$ cat src/rtl/if_id_queue.sv
// Fetch-to-decode instruction queue: multi-lane enqueue/dequeue FIFO of {pc_plus4, instr}.
// Heads are shown combinationally from registered storage; fetch_ready depends on occupancy only.
module if_id_queue #(
  parameter int PC_WIDTH    = 10,
  parameter int INSTR_WIDTH = 32,
  parameter int LANES       = 2,
  parameter int DEPTH       = 4,
  localparam int CW         = $clog2(LANES + 1),
  localparam int OW         = $clog2(DEPTH + 1)
) (
  input  logic                         clk,
  input  logic                         reset,
  input  logic                         flush,
  input  logic [CW-1:0]                fetch_cnt,
  input  logic [LANES*PC_WIDTH-1:0]    fetch_pc_plus4,
  input  logic [LANES*INSTR_WIDTH-1:0] fetch_instr,
  output logic                         fetch_ready,
  input  logic [CW-1:0]                deq_cnt,
  output logic [LANES-1:0]             id_valid,
  output logic [LANES*PC_WIDTH-1:0]    id_pc_plus4,
  output logic [LANES*INSTR_WIDTH-1:0] id_instr,
  output logic [OW-1:0]                occupancy
);

  localparam int PW = (DEPTH > 1) ? $clog2(DEPTH) : 1;

  logic [PC_WIDTH-1:0]    r_pc    [DEPTH];
  logic [INSTR_WIDTH-1:0] r_instr [DEPTH];
  logic [PW-1:0]          r_head;
  logic [PW-1:0]          r_tail;
  logic [OW-1:0]          r_occ;

  logic                   w_ready;
  logic [OW-1:0]          w_enq;
  logic [OW-1:0]          w_deq;

  assign w_ready = (r_occ <= OW'(DEPTH - LANES));

  // Clamp both counts to LANES; dequeue is further limited to what is stored.
  always_comb begin
    w_enq = '0;
    if (w_ready) begin
      w_enq = (fetch_cnt > CW'(LANES)) ? OW'(LANES) : OW'(fetch_cnt);
    end
    w_deq = (deq_cnt > CW'(LANES)) ? OW'(LANES) : OW'(deq_cnt);
    if (w_deq > r_occ) begin
      w_deq = r_occ;
    end
  end

  always_ff @(posedge clk or posedge reset) begin
    if (reset) begin
      r_head <= '0;
      r_tail <= '0;
      r_occ  <= '0;
    end else if (flush) begin
      r_head <= '0;
      r_tail <= '0;
      r_occ  <= '0;
    end else begin
      r_head <= r_head + PW'(w_deq);
      r_tail <= r_tail + PW'(w_enq);
      r_occ  <= r_occ + w_enq - w_deq;
    end
  end

  // Flush only clears validity; payload stays put.
  always_ff @(posedge clk or posedge reset) begin
    if (reset) begin
      for (int i = 0; i < DEPTH; i++) begin
        r_pc[i]    <= '0;
        r_instr[i] <= '0;
      end
    end else if (!flush) begin
      for (int i = 0; i < LANES; i++) begin
        if (OW'(i) < w_enq) begin
          r_pc[r_tail + PW'(i)]    <= fetch_pc_plus4[i*PC_WIDTH +: PC_WIDTH];
          r_instr[r_tail + PW'(i)] <= fetch_instr[i*INSTR_WIDTH +: INSTR_WIDTH];
        end
      end
    end
  end

  always_comb begin
    id_valid    = '0;
    id_pc_plus4 = '0;
    id_instr    = '0;
    for (int i = 0; i < LANES; i++) begin
      if (r_occ > OW'(i)) begin
        id_valid[i]                               = 1'b1;
        id_pc_plus4[i*PC_WIDTH +: PC_WIDTH]       = r_pc[r_head + PW'(i)];
        id_instr[i*INSTR_WIDTH +: INSTR_WIDTH]    = r_instr[r_head + PW'(i)];
      end
    end
  end

  assign fetch_ready = w_ready;
  assign occupancy   = r_occ;

endmodule

$ cat config.mk
export PLATFORM = sky130hd
export DESIGN_NAME = if_id_queue
export DESIGN_NICKNAME = d
export VERILOG_FILES = /design/src/rtl/if_id_queue.sv
export SDC_FILE = /design/constraint.sdc
export NUM_CORES = 1
export LEC_CHECK = 0
export BUFFER_PORTS_ARGS = -buffer_cell sky130_fd_sc_hd__clkbuf_2
export CAP_MARGIN = 10
export CORE_MARGIN = 4
export CORE_UTILIZATION = 27
export CTS_CLUSTER_DIAMETER = 60
export CTS_CLUSTER_SIZE = 12
export DETAILED_ROUTE_END_ITERATION = 12
export GPL_ROUTABILITY_DRIVEN = 0
export PLACE_DENSITY = 0.47
export SETUP_SLACK_MARGIN = 0.1
export SLEW_MARGIN = 20
export SYNTH_ARGS = -nofsm -noshare
export SYNTH_HDL_FRONTEND = slang
export SYNTH_SLANG_ARGS = --single-unit
$ cat constraint.sdc
create_clock -name clk -period 9.6 [get_ports clk]
set_input_delay 0.48 -clock clk [delete_from_list [all_inputs] [get_ports clk]]
set_output_delay 0.48 -clock clk [all_outputs]
set_load 0.05 [all_outputs]
-- Yosys cells after proc, flatten, opt, wreduce, memory -nomap -nowiden
Index checks and enable logic that the tools add are counted.
- output and inout bits: 90
- input port bits: 91
- bits in registers: 175
- word-level logic and storage cells: 80
- order comparisons: 14
- reduce and logical (&&, ||, !) cells: 2
- muxes and demuxes: 43
- add/sub/neg operators: 6
- bitwise gates (word level): 4
- operators with widths (cell ; number):
    128-bit two-way mux ; 3
    128-bit bitwise mux ; 2
    32-bit two-way mux ; 8
    32-bit binary-select mux with 2-bit select ; 2
    32-bit demux with 2-bit select ; 2
    40-bit two-way mux ; 3
    40-bit bitwise mux ; 2
    10-bit two-way mux ; 8
    10-bit binary-select mux with 2-bit select ; 2
    10-bit demux with 2-bit select ; 2
    3-bit greater-or-equal comparator (second input constant) ; 4
    2-bit NOT with 3-bit output ; 4
    2-bit two-way mux ; 5
    3-bit by 1-bit greater-than comparator with 1-bit output (second input constant) ; 2
    1-bit by 3-bit < comparator with 1-bit output (first input constant) ; 2
    3-bit by 1-bit < comparator with 1-bit output (second input constant) ; 2
    3-bit two-way mux ; 2
    2-bit by 1-bit adder with 2-bit output (second input constant) ; 2
    2-bit adder ; 2
    2-bit greater-than comparator (second input constant) ; 2
    3-bit adder ; 1
    2-bit by 3-bit greater-than comparator with 1-bit output ; 1
    3-bit by 2-bit <= comparator with 1-bit output (second input constant) ; 1
    3-bit subtractor ; 1
    2 further kinds ; 4

-- Longest topological paths before layout
Gate-level depths: netlist of run 1.
- depth in word-level cells: 10
- gate-level depth with buffers: 12
- gate-level depth less buffers: 12

-- Worst setup path after synthesis of run 1
Ideal clock, no wire load.
- path kind: reg-to-reg
- from: register r_occ[1] (netlist: occupancy[1])
- to: register r_occ[2] (netlist: occupancy[2])
- required time: 9469 ps
- period minus slack after synthesis: 3096 ps
- stages on the path, launching flop included: 13
- buffers on the path: 0
- setup slack: 6504 ps
- setup time: 131 ps
- arrival time: 2966 ps
- cells stage by stage: dfrtp_1 > inv_1 > ha_1 > nor2b_1 > o21ai_1 > mux2i_1 > ha_1 > inv_1 > ha_1 > inv_1 > fa_1 > xnor2_1 > nor2_1
- cells in the longest elaborated chain, start to end: 5
- elaborated cells on any way between the ends: 7
- classes of those cells: 2 x add/sub; 2 x order compare; 3 x mux
- ends and longest elaborated chain (item ; line ; text):
    from (decl) ; 31 ; logic [OW-1:0] r_occ;
    from (signal assigned) ; 63 ; r_occ <= r_occ + w_enq - w_deq;
    3-bit by 2-bit <= comparator with 1-bit output ; 37 ; assign w_ready = (r_occ <= OW'(DEPTH - LANES));
    2-bit two-way mux ; 42 ; if (w_ready) begin
    3-bit adder ; 63 ;
    3-bit subtractor (*) ; 63 ;
    3-bit two-way mux (*) ; 56 ; end else if (flush) begin
Mark *: on every way between the ends. The rest lies on a longest branch, timed or not.
A chain may end at the register's enable or synchronous reset.

-- Worst setup path after layout of run 1
- from: register r_head[0]
- to: output id_instr[62]
- cells in the longest elaborated chain, start to end: 6
- ends and longest elaborated chain (item ; line ; text):
    from (decl) ; 29 ; logic [PW-1:0] r_head;
    from (signal assigned) ; 61 ; r_head <= r_head + PW'(w_deq);
    2-bit by 1-bit adder with 2-bit output ; 92 ; id_instr[i*INSTR_WIDTH +: INSTR_WIDTH] = r_instr[r_head + PW'(i)];
    2-bit NOT with 3-bit output (implied by the code) ; 92 ;
    32-bit binary-select mux with 2-bit select ; 92 ;
    32-bit two-way mux (implied by the code) (2 in series) ; 92 ;
    32-bit two-way mux ; 89 ; if (r_occ > OW'(i)) begin
    to (decl) ; 21 ; output logic [LANES*INSTR_WIDTH-1:0] id_instr,
Every way passes these cells. The select of a mux whose other input is x is not followed.

==> results.sh, run 1 <==
export IMPL_status="complete, no violations"
export IMPL_synthMuxAreaShare=0.178
export IMPL_drv_cap=0
export IMPL_cp_max_fo=48
export IMPL_grt_pass1_vias=9361
export IMPL_final_max_slew_viol_count=0
export IMPL_rsz0062_at_grt="no"
export IMPL_port_buffer_count=180
export IMPL_nets=1193
export IMPL_io_pins=181
export IMPL_synth_top_flop_cell="dfrtp_1"
export IMPL_synth_compound_gate_area_share=0.182
export IMPL_synth_seq_cells=175
export IMPL_syn_mean_instance_area_um2=11.1
export IMPL_cp_data_arrival_time_ns=3.28
export IMPL_yosysTopAreaCell="dfrtp_1"
export IMPL_hold_buffers=0
export IMPL_rows=72
export IMPL_drive_gt1_frac=0.341
export IMPL_relSlewSlack=0.244
export IMPL_worst_setup_path_type="reg2out"
export IMPL_clockBufferDepth=2
export IMPL_antenna_found_initial=0
export IMPL_synthXorXnorAreaFrac=0.00491
export IMPL_initial_core_util=0.275
export IMPL_vdd_ir_drop_max_mv=0.218
export IMPL_routedWlPerCell_um=23.8
export IMPL_min_period_ns=3.76
export IMPL_ys_types=41
export IMPL_synth_nets=1065
export IMPL_endpoint_kind="output pin"
export IMPL_hold_viol_final=0
export IMPL_fin_setup_tns_ns=0
export IMPL_synth_top_area_frac=0.409
export IMPL_firstDrtPassIters=6
export IMPL_yosys_area_share_simple=0.141
export IMPL_cts_buffers_inserted=17
export IMPL_max_freq_mhz=266
export IMPL_root_buffer="clkbuf_16"
export IMPL_start_kind="register"
export IMPL_final_antenna_net_count=0
export IMPL_synth_edf_count=0
export IMPL_postSynthCellCount=966
export IMPL_dpl_hpwl_mm=23.8
export IMPL_n_antenna_cell=0
export IMPL_synthAdderAreaFrac=0.0107
export IMPL_routed_wl_mm=38.7
export IMPL_syn_cell_area_um2=10700
export IMPL_min_path_type="in2async"
export IMPL_power_total_mw=5.39
export IMPL_p_leak_nw=5.19
export IMPL_vias_per_cell=5.50
export IMPL_synthTopCellsByArea="dfrtp_1, mux4_2, nor2_1"
export IMPL_overflow=0
export IMPL_cts_clk_slew_worst_paths_ns=0.07
export IMPL_numClockSinks=175
export IMPL_async_reset_ff_frac=1.00
export IMPL_syn_to_final_growth_pct=18.3
export IMPL_post_cts_buffers=0
export IMPL_die_area_um2=42900
export IMPL_drc=0
export IMPL_die_w_um=207
export IMPL_cts_htree_levels=4
export IMPL_cts_tree="built"
export IMPL_first_iter_violations=720
export IMPL_crit_required_ns=9.12
export IMPL_coreArea_um2=38900
export IMPL_setup_viol=0
export IMPL_track_usage=0.177
export IMPL_yosys_warnings=0
export IMPL_yosysSeqAreaShare=0.409
export IMPL_tightest_slew_ns=1.13
export IMPL_grt_max_degree=73
export IMPL_final_cell_mix="clkbuf_2, nor2_1, dfrtp_1"
export IMPL_finClkSkew_ns=0.0129
export IMPL_synth_top_family_by_area="compound AO/OA/AOI/OAI gates"
export IMPL_powerDensity_nw_per_um2=426
export IMPL_final_common_cell="clkbuf_2"
export IMPL_ctsResizeCount=0
export IMPL_die_h_um=207
export IMPL_fin_crit_sh=0.391
export IMPL_clock_latency_ns=0.44
export IMPL_grt_pass1_wl_mm=59.5
export IMPL_vias=8943
## metal layers
layer | track usage | routed length (um) | part of all wire | vias to the layer above
met1 | 0.246 | 17100 | 0.44 | 4675
met4 | 0.0499 | 661 | 0.017 | 0
met2 | 0.287 | 18500 | 0.48 | 383
met3 | 0.0315 | 2520 | 0.065 | 44
li1 | - | - | - | 3841
met5 | 0 | 0 | 0 | -
## per-stage QoR
stage                     hold WS [ns]  setup WS (ns)  cells  instance area (um2)  utilization
final                           0.0976           5.84   1625                12700        0.326
after global routing             0.137           5.54   1625                12700        0.326
after CTS                        0.110           5.74   1624                12700        0.325
after detailed placement         0.534           6.21   1592                12000        0.310
after global placement           0.527           6.23   1592                12000        0.310
after floorplan                  0.507           4.37    966                10700            -
## flip-flops by register name, summed over array words and instances (netlist names)
signal and cells:
occupancy 3, r_pc 40, r_tail 2, r_head 2, r_instr 128
## path summary, 6_finish.rpt
kind	startpoint	end	slack, ns	cells past startpoint
worst max-delay path	r_head[0]$_DFF_PP0_	id_instr[62]	5.84	4
worst min-delay path	reset	r_pc[16]$_DFFE_PP0N_	0.1	2
worst max register to register	occupancy[1]$_DFF_PP0_	occupancy[2]$_DFF_PP0_	6.42	12
worst min register to register	r_instr[54]$_DFFE_PP0N_	r_instr[54]$_DFFE_PP0N_	0.55	2
max in group asynchronous	reset	r_head[0]$_DFF_PP0_	7.99	3
min in group clk	deq_cnt[1]	r_head[1]$_DFF_PP0_	0.38	3
## cells in the mapped netlist (5+ instances only)
cell and instances:
a221oi_1 44, buf_4 6, and2_1 42, inv_1 95
clkbuf_1 41, dfrtp_1 175, buf_2 37, mux4_2 84
nor2_1 180, ha_1 6, nor2b_1 46, a221oi_2 40
xnor2_1 5, nand2_1 44, a222oi_1 42, o221a_1 40
## logic make-up after synthesis
family / count (synthesis)
XOR/XNOR: 6
adder cells (fa/ha/maj): 8
buffers and inverters: 186
AND/OR/NAND/NOR: 327
AO/OA/AOI/OAI: 178
multiplexers: 86
flip-flops: 175
## layout make-up
type	count	area, um2
multi-input combinational	605	5610
sequential	175	4390
fill	4000	26200
timing repair buffer	200	1060
clock buffer	21	480
clock inverter	11	130
tap	518	648
inverter	95	362
## where the power goes
part	leakage [nW]	internal, mW	switching [mW]
clock	0.288	0.414	0.322
combinational	2.98	1.15	2.06
sequential	1.92	1.09	0.359
## worst max-delay path, cell delays in order, from the launching register on
cell and delay (ns):
dfrtp_4 0.92, buf_4 0.86, mux4_2 0.60, and2_1 0.20, clkbuf_2 0.25
Note: power is estimated with default switching activity, not from simulation.
==> run 2: changes to the inputs <==
==> constraint.sdc (replaced) <==
create_clock -name clk -period 3.49 [get_ports clk]
set_input_delay 0.1745 -clock clk [delete_from_list [all_inputs] [get_ports clk]]
set_output_delay 0.1745 -clock clk [all_outputs]
set_load 0.05 [all_outputs]
==> results.sh, run 2 (synthesis results as in run 1) <==
export IMPL_final_max_slew_viol_count=0
export IMPL_nets=1211
export IMPL_final_common_cell="clkbuf_2"
export IMPL_drv_cap=0
export IMPL_min_period_ns=2.72
export IMPL_numClockSinks=175
export IMPL_grt_pass1_vias=9139
export IMPL_final_cell_area_um2=12900
export IMPL_rows=72
export IMPL_endpoint_kind="output pin"
export IMPL_dpl_cell_count=1610
export IMPL_drive_gt1_frac=0.350
export IMPL_final_antenna_net_count=0
export IMPL_cts_tree="built"
export IMPL_cts_clk_slew_worst_paths_ns=0.07
export IMPL_io_pins=181
export IMPL_grt_max_degree=56
export IMPL_overflow=0
export IMPL_critPathLaunch="r_head[1]$_DFF_PP0_"
export IMPL_start_kind="register"
export IMPL_worst_setup_path_type="reg2out"
export IMPL_die_area_um2=42900
export IMPL_final_cell_mix="clkbuf_2, nor2_1, dfrtp_1"
export IMPL_setup_slack_ns=0.768
export IMPL_antenna_found_initial=0
export IMPL_coreArea_um2=38900
export IMPL_vdd_ir_drop_max_mv=0.493
export IMPL_cts_buffers_inserted=17
export IMPL_cp_data_arrival_time_ns=2.55
export IMPL_firstDrtPassIters=8
export IMPL_finClkSkew_ns=0.0168
export IMPL_routed_wl_mm=37.8
export IMPL_drc=0
export IMPL_tightest_slew_ns=0.798
export IMPL_die_w_um=207
export IMPL_relSlewSlack=0.468
export IMPL_grt_pass1_wl_mm=58.4
export IMPL_initial_core_util=0.275
export IMPL_hold_viol_final=0
export IMPL_crit_reg2reg_capture="occupancy[2]$_DFF_PP0_"
export IMPL_die_h_um=207
export IMPL_largest_reg_flops=128
export IMPL_vias_per_cell=5.39
export IMPL_fin_setup_tns_ns=0
export IMPL_status="complete, no violations"
export IMPL_powerDensity_nw_per_um2=1160
export IMPL_p_leak_nw=5.32
export IMPL_root_buffer="clkbuf_16"
export IMPL_max_freq_mhz=367
export IMPL_crit_required_ns=3.32
export IMPL_syn_to_final_growth_pct=20.5
export IMPL_clockBufferDepth=2
export IMPL_clock_latency_ns=0.45
export IMPL_first_iter_violations=749
export IMPL_rsz0062_at_grt="no"
export IMPL_post_cts_buffers=0
export IMPL_cts_htree_levels=4
export IMPL_n_antenna_cell=0
export IMPL_vias=8845
export IMPL_port_buffer_count=180
export IMPL_dpl_hpwl_mm=23.6
export IMPL_regToRegSetupSlack_ns=0.83
export IMPL_timing_rr_start="occupancy[0]$_DFF_PP0_"
export IMPL_fin_crit_sh=0.780
export IMPL_setup_viol=0
export IMPL_track_usage=0.174
export IMPL_routedWlPerCell_um=23.0
export IMPL_placed_area_um2=12300
export IMPL_min_path_type="in2reg"
export IMPL_endpoint="id_pc_plus4[10]"
export IMPL_post_place_ws_ns=0.838
export IMPL_fin_cells=1642
export IMPL_reg2reg_depth=12
export IMPL_cp_max_fo=49
export IMPL_regMostFlops="r_instr"
run 2: timing repair:
item,4_1_cts,5_1_grt
resized for setup,0,0
hold buffers,1,0
endpoints found under the hold margin,20,0
run 2: worst min path at each step:
| stage | from | to | slack (ns) | cells past startpoint |
|---|---|---|---|---|
| floorplan | deq_cnt[1] | r_head[1]$_DFF_PP0_ | 0.36 | 2 |
| global placement | reset | r_instr[67]$_DFFE_PP0N_ | 0.35 | 2 |
| detailed placement | reset | r_instr[67]$_DFFE_PP0N_ | 0.35 | 2 |
| finish | deq_cnt[1] | r_head[1]$_DFF_PP0_ | 0.08 | 3 |
| global route | deq_cnt[1] | r_head[1]$_DFF_PP0_ | 0.09 | 3 |
| CTS | deq_cnt[1] | r_head[1]$_DFF_PP0_ | 0.06 | 3 |
run 2: report_power, final:
part / total [mW] / internal, mW / switching (mW)
Clock: 2.03 / 1.18 / 0.854
Combinational: 9.04 / 3.29 / 5.75
Sequential: 3.90 / 3.00 / 0.903
Total: 15.0 / 7.46 / 7.50
run 2: layout make-up:
class | count | area (um2)
clock buffer | 20 | 467
clock inverter | 11 | 138
fill | 3981 | 26000
inverter | 95 | 360
multi-input combinational | 605 | 5610
sequential | 175 | 4390
tap | 518 | 648
timing repair buffer | 218 | 1300
run 2: per-stage QoR:
step | hold slack [ns] | power [mW] | util
4_1_cts | 0.0593 | 15.1 | 0.332
5_1_grt | 0.0855 | 15.8 | 0.332
6_report | 0.0838 | 15.0 | 0.332
2_1_floorplan | 0.364 | 10.7 | -
3_3_place_gp | 0.350 | 13.0 | 0.316
3_5_place_dp | 0.349 | 13.0 | 0.316
run 2: per-layer routing:
metal  GRT usage  share of wire  vias to the layer above
met5           0              0                        -
met4      0.0392          0.013                        0
met3      0.0319          0.059                       33
met2       0.279           0.47                      348
met1       0.248           0.45                     4578
li1            -              -                     3886
run 2: worst max-delay path, cell delays in order, from the launching register on:
cell	delay [ns]
dfrtp_4	0.95
buf_4	0.38
mux4_2	0.35
and2_1	0.17
clkbuf_2	0.23
==> run 3: changes to the inputs <==
--- a/config.mk
+++ b/config.mk
@@ -5,6 +5,7 @@
 export SDC_FILE = /design/constraint.sdc
 export NUM_CORES = 1
 export LEC_CHECK = 0
+export ABC_AREA = 1
 export BUFFER_PORTS_ARGS = -buffer_cell sky130_fd_sc_hd__clkbuf_2
 export CAP_MARGIN = 10
 export CORE_MARGIN = 4
@@ -13,7 +14,7 @@
 export CTS_CLUSTER_SIZE = 12
 export DETAILED_ROUTE_END_ITERATION = 12
 export GPL_ROUTABILITY_DRIVEN = 0
-export PLACE_DENSITY = 0.47
+export PLACE_DENSITY = 0.46
 export SETUP_SLACK_MARGIN = 0.1
 export SLEW_MARGIN = 20
 export SYNTH_ARGS = -nofsm -noshare
==> constraint.sdc (replaced) <==
create_clock -name clk -period 2.6 [get_ports clk]
set_input_delay 0.13 -clock clk [delete_from_list [all_inputs] [get_ports clk]]
set_output_delay 0.13 -clock clk [all_outputs]
set_load 0.05 [all_outputs]
==> results.sh, run 3 <==
export IMPL_die_h_um=244
export IMPL_clock_latency_ns=0.50
export IMPL_slowest_delay_ns=0.49
export IMPL_cp_cell_sequence="inv_8 -> buf_4 -> nand2_1 -> o21ai_0 -> nand2_1 -> a31oi_1 -> buf_12"
export IMPL_largest_reg_flops=128
export IMPL_initial_core_util=0.273
export IMPL_rows=86
export IMPL_tightest_slew_ns=0.806
export IMPL_fin_crit_sh=0.939
export IMPL_final_common_cell="nand2_1"
export IMPL_syn_mean_instance_area_um2=5.54
export IMPL_antenna_found_initial=1
export IMPL_port_buffer_count=180
export IMPL_cp_top_family="buffers and inverters"
export IMPL_cts_clk_slew_worst_paths_ns=0.07
export IMPL_min_period_ns=2.44
export IMPL_regArea_um2=4390
export IMPL_regToRegSetupSlack_ns=0.19
export IMPL_finClkSkew_ns=0.00920
export IMPL_hold_end="r_instr[1]$_DFFE_PP0N_"
export IMPL_reg2reg_depth=11
export IMPL_yosysTopAreaCell="nand2_1"
export IMPL_firstDrtPassIters=6
export IMPL_synth_top_area_frac=0.366
export IMPL_synth_most_common_cell="nand2_1"
export IMPL_endpoint_kind="output pin"
export IMPL_synthTopCellsByArea="nand2_1, dfrtp_1, a21oi_1"
export IMPL_nFillCells=5905
export IMPL_numClockSinks=175
export IMPL_fin_setup_tns_ns=0
export IMPL_async_reset_ff_frac=1.00
export IMPL_cp_max_fo=46
export IMPL_p_leak_nw=9.71
export IMPL_syn_cell_area_um2=15100
export IMPL_synth_top_flop_cell="dfrtp_1"
export IMPL_yosys_warnings=0
export IMPL_die_w_um=244
export IMPL_vdd_ir_drop_max_mv=0.878
export IMPL_regMostFlops="r_instr"
export IMPL_synth_nets=2823
export IMPL_vias=18400
export IMPL_ys_types=28
export IMPL_worst_setup_path_type="reg2out"
export IMPL_rsz0062_at_grt="yes"
export IMPL_synth_seq_cells=175
export IMPL_synth_cells_most_frequent="nand2_1, a21oi_1, nand3_1"
export IMPL_top_layer="met4"
export IMPL_fin_util=0.341
export IMPL_relSlewSlack=0.463
export IMPL_cts_htree_levels=4
export IMPL_grt_pass1_wl_mm=108
export IMPL_root_buffer="clkbuf_16"
export IMPL_clockBufferDepth=2
export IMPL_timing_rr_start="occupancy[1]$_DFF_PP0_"
export IMPL_slowest_stage="dfrtp_2"
export IMPL_dpl_hpwl_mm=41.4
export IMPL_first_iter_violations=2089
export IMPL_setup_viol=0
export IMPL_cts_buffers_inserted=17
export IMPL_synth_edf_count=0
export IMPL_crit_reg2reg_capture="occupancy[1]$_DFF_PP0_"
export IMPL_power_total_mw=26.6
export IMPL_drv_cap=0
export IMPL_hold_viol_final=0
export IMPL_coreArea_um2=55200
export IMPL_cp_data_arrival_time_ns=2.31
export IMPL_postSynthCellCount=2724
export IMPL_nets=2884
export IMPL_crit_required_ns=2.47
export IMPL_drive_gt1_frac=0.117
export IMPL_vias_per_cell=5.20
export IMPL_hp_start="fetch_instr[33]"
export IMPL_min_path_type="in2reg"
export IMPL_routed_wl_mm=71.6
export IMPL_final_antenna_net_count=0
export IMPL_syn_to_final_growth_pct=24.8
export IMPL_whs_path_depth=5
export IMPL_final_max_slew_viol_count=0
export IMPL_track_usage=0.235
export IMPL_max_freq_mhz=410
export IMPL_overflow=0
export IMPL_io_pins=181
export IMPL_routedWlPerCell_um=20.2
export IMPL_met1Wirelength_mm=30.9
export IMPL_grt_max_degree=101
export IMPL_yosysSeqAreaShare=0.290
export IMPL_cp_common_cell="nand2_1"
export IMPL_final_cell_mix="nand2_1, a21oi_1, nand3_1"
export IMPL_route_met2_wl_mm=33.4
export IMPL_drc=0
export IMPL_powerDensity_nw_per_um2=1410
export IMPL_multi_input_area_um2=9590
export IMPL_status="complete, no violations"
export IMPL_grt_pass1_vias=17200
export IMPL_cts_tree="built"
export IMPL_start_kind="register"
export IMPL_met3_wirelength_mm=5.79
export IMPL_cp_num_buf_inv=3
export IMPL_die_area_um2=59700
-- run 3: worst register-to-register path, stage by stage, from the launching register on --
cell,delay [ns]
dfrtp_2,0.41
inv_2,0.07
ha_4,0.20
a21oi_2,0.15
nand2_2,0.10
nand2_2,0.07
and2_4,0.13
inv_1,0.05
fa_1,0.50
inv_1,0.05
fa_2,0.51
nor2_1,0.04
-- run 3: metrics by stage --
step | cell area [um2] | worst slack (ns) | instances | hold WS [ns]
floorplan | 15100 | 0.0398 | 2724 | 0.359
global placement | 18100 | 0.177 | 3513 | 0.258
detailed placement | 18100 | 0.190 | 3513 | 0.257
CTS | 18800 | 0.0821 | 3545 | 0.0105
global route | 18800 | 0.0196 | 3546 | 0.0594
finish | 18800 | 0.158 | 3546 | 0.0417
-- run 3: cells by family after synthesis --
| kind of cell | count (synthesis) | share of synthesized area |
|---|---|---|
| and+or+nand+nor | 1792 | 0.467 |
| xor gates and xnor gates | 4 | 0.00232 |
| adders and majority gates | 8 | 0.00763 |
| AOI/OAI and AO/OA | 429 | 0.148 |
| buffers and inverters | 316 | 0.0857 |
| DFF | 175 | 0.290 |
-- run 3: report_power, final --
part | leakage, nW | total [mW] | switching [mW] | internal [mW]
registers | 2.23 | 5.42 | 1.52 | 3.90
logic | 7.19 | 18.4 | 11.7 | 6.62
clock network | 0.286 | 2.83 | 1.29 | 1.54
total | 9.71 | 26.6 | 14.5 | 12.1
-- run 3: worst max-delay path by stage --
stage	to	from	slack, ns	cells past startpoint
4_1_cts	id_pc_plus4[9]	r_head[0]$_DFF_PP0_	0.08	6
2_1_floorplan	occupancy[0]$_DFF_PP0_	reset	0.04	1
3_5_place_dp	occupancy[1]$_DFF_PP0_	occupancy[0]$_DFF_PP0_	0.19	11
6_report	id_instr[62]	r_head[0]$_DFF_PP0_	0.16	7
5_1_grt	id_pc_plus4[15]	r_head[0]$_DFF_PP0_	0.02	7
3_3_place_gp	occupancy[1]$_DFF_PP0_	occupancy[1]$_DFF_PP0_	0.18	11
-- run 3: cell type report --
cell class                 instances  share of cell area
tap                              748              0.0497
clock buffer                      26              0.0270
antenna                            1            0.000133
inverter                         115              0.0236
timing repair buffer             243               0.153
sequential                       175               0.233
clock inverter                     5             0.00412
multi-input combinational       2233               0.509
-- run 3: layer usage --
layer  up-vias  global-route usage
met5         -                   0
met3       105              0.0445
met1      8738               0.321
met2       869               0.375
met4         0              0.0726
li1       8728                   -
-- run 3: timing repair --
action / in CTS / in global routing
hold endpoints to repair: 15 / 0
buffers inserted: 0 / 0
gates resized for setup: 6 / 17
setup endpoints to repair: 46 / 29
hold buffers: 1 / 0
cloned: 0 / 0
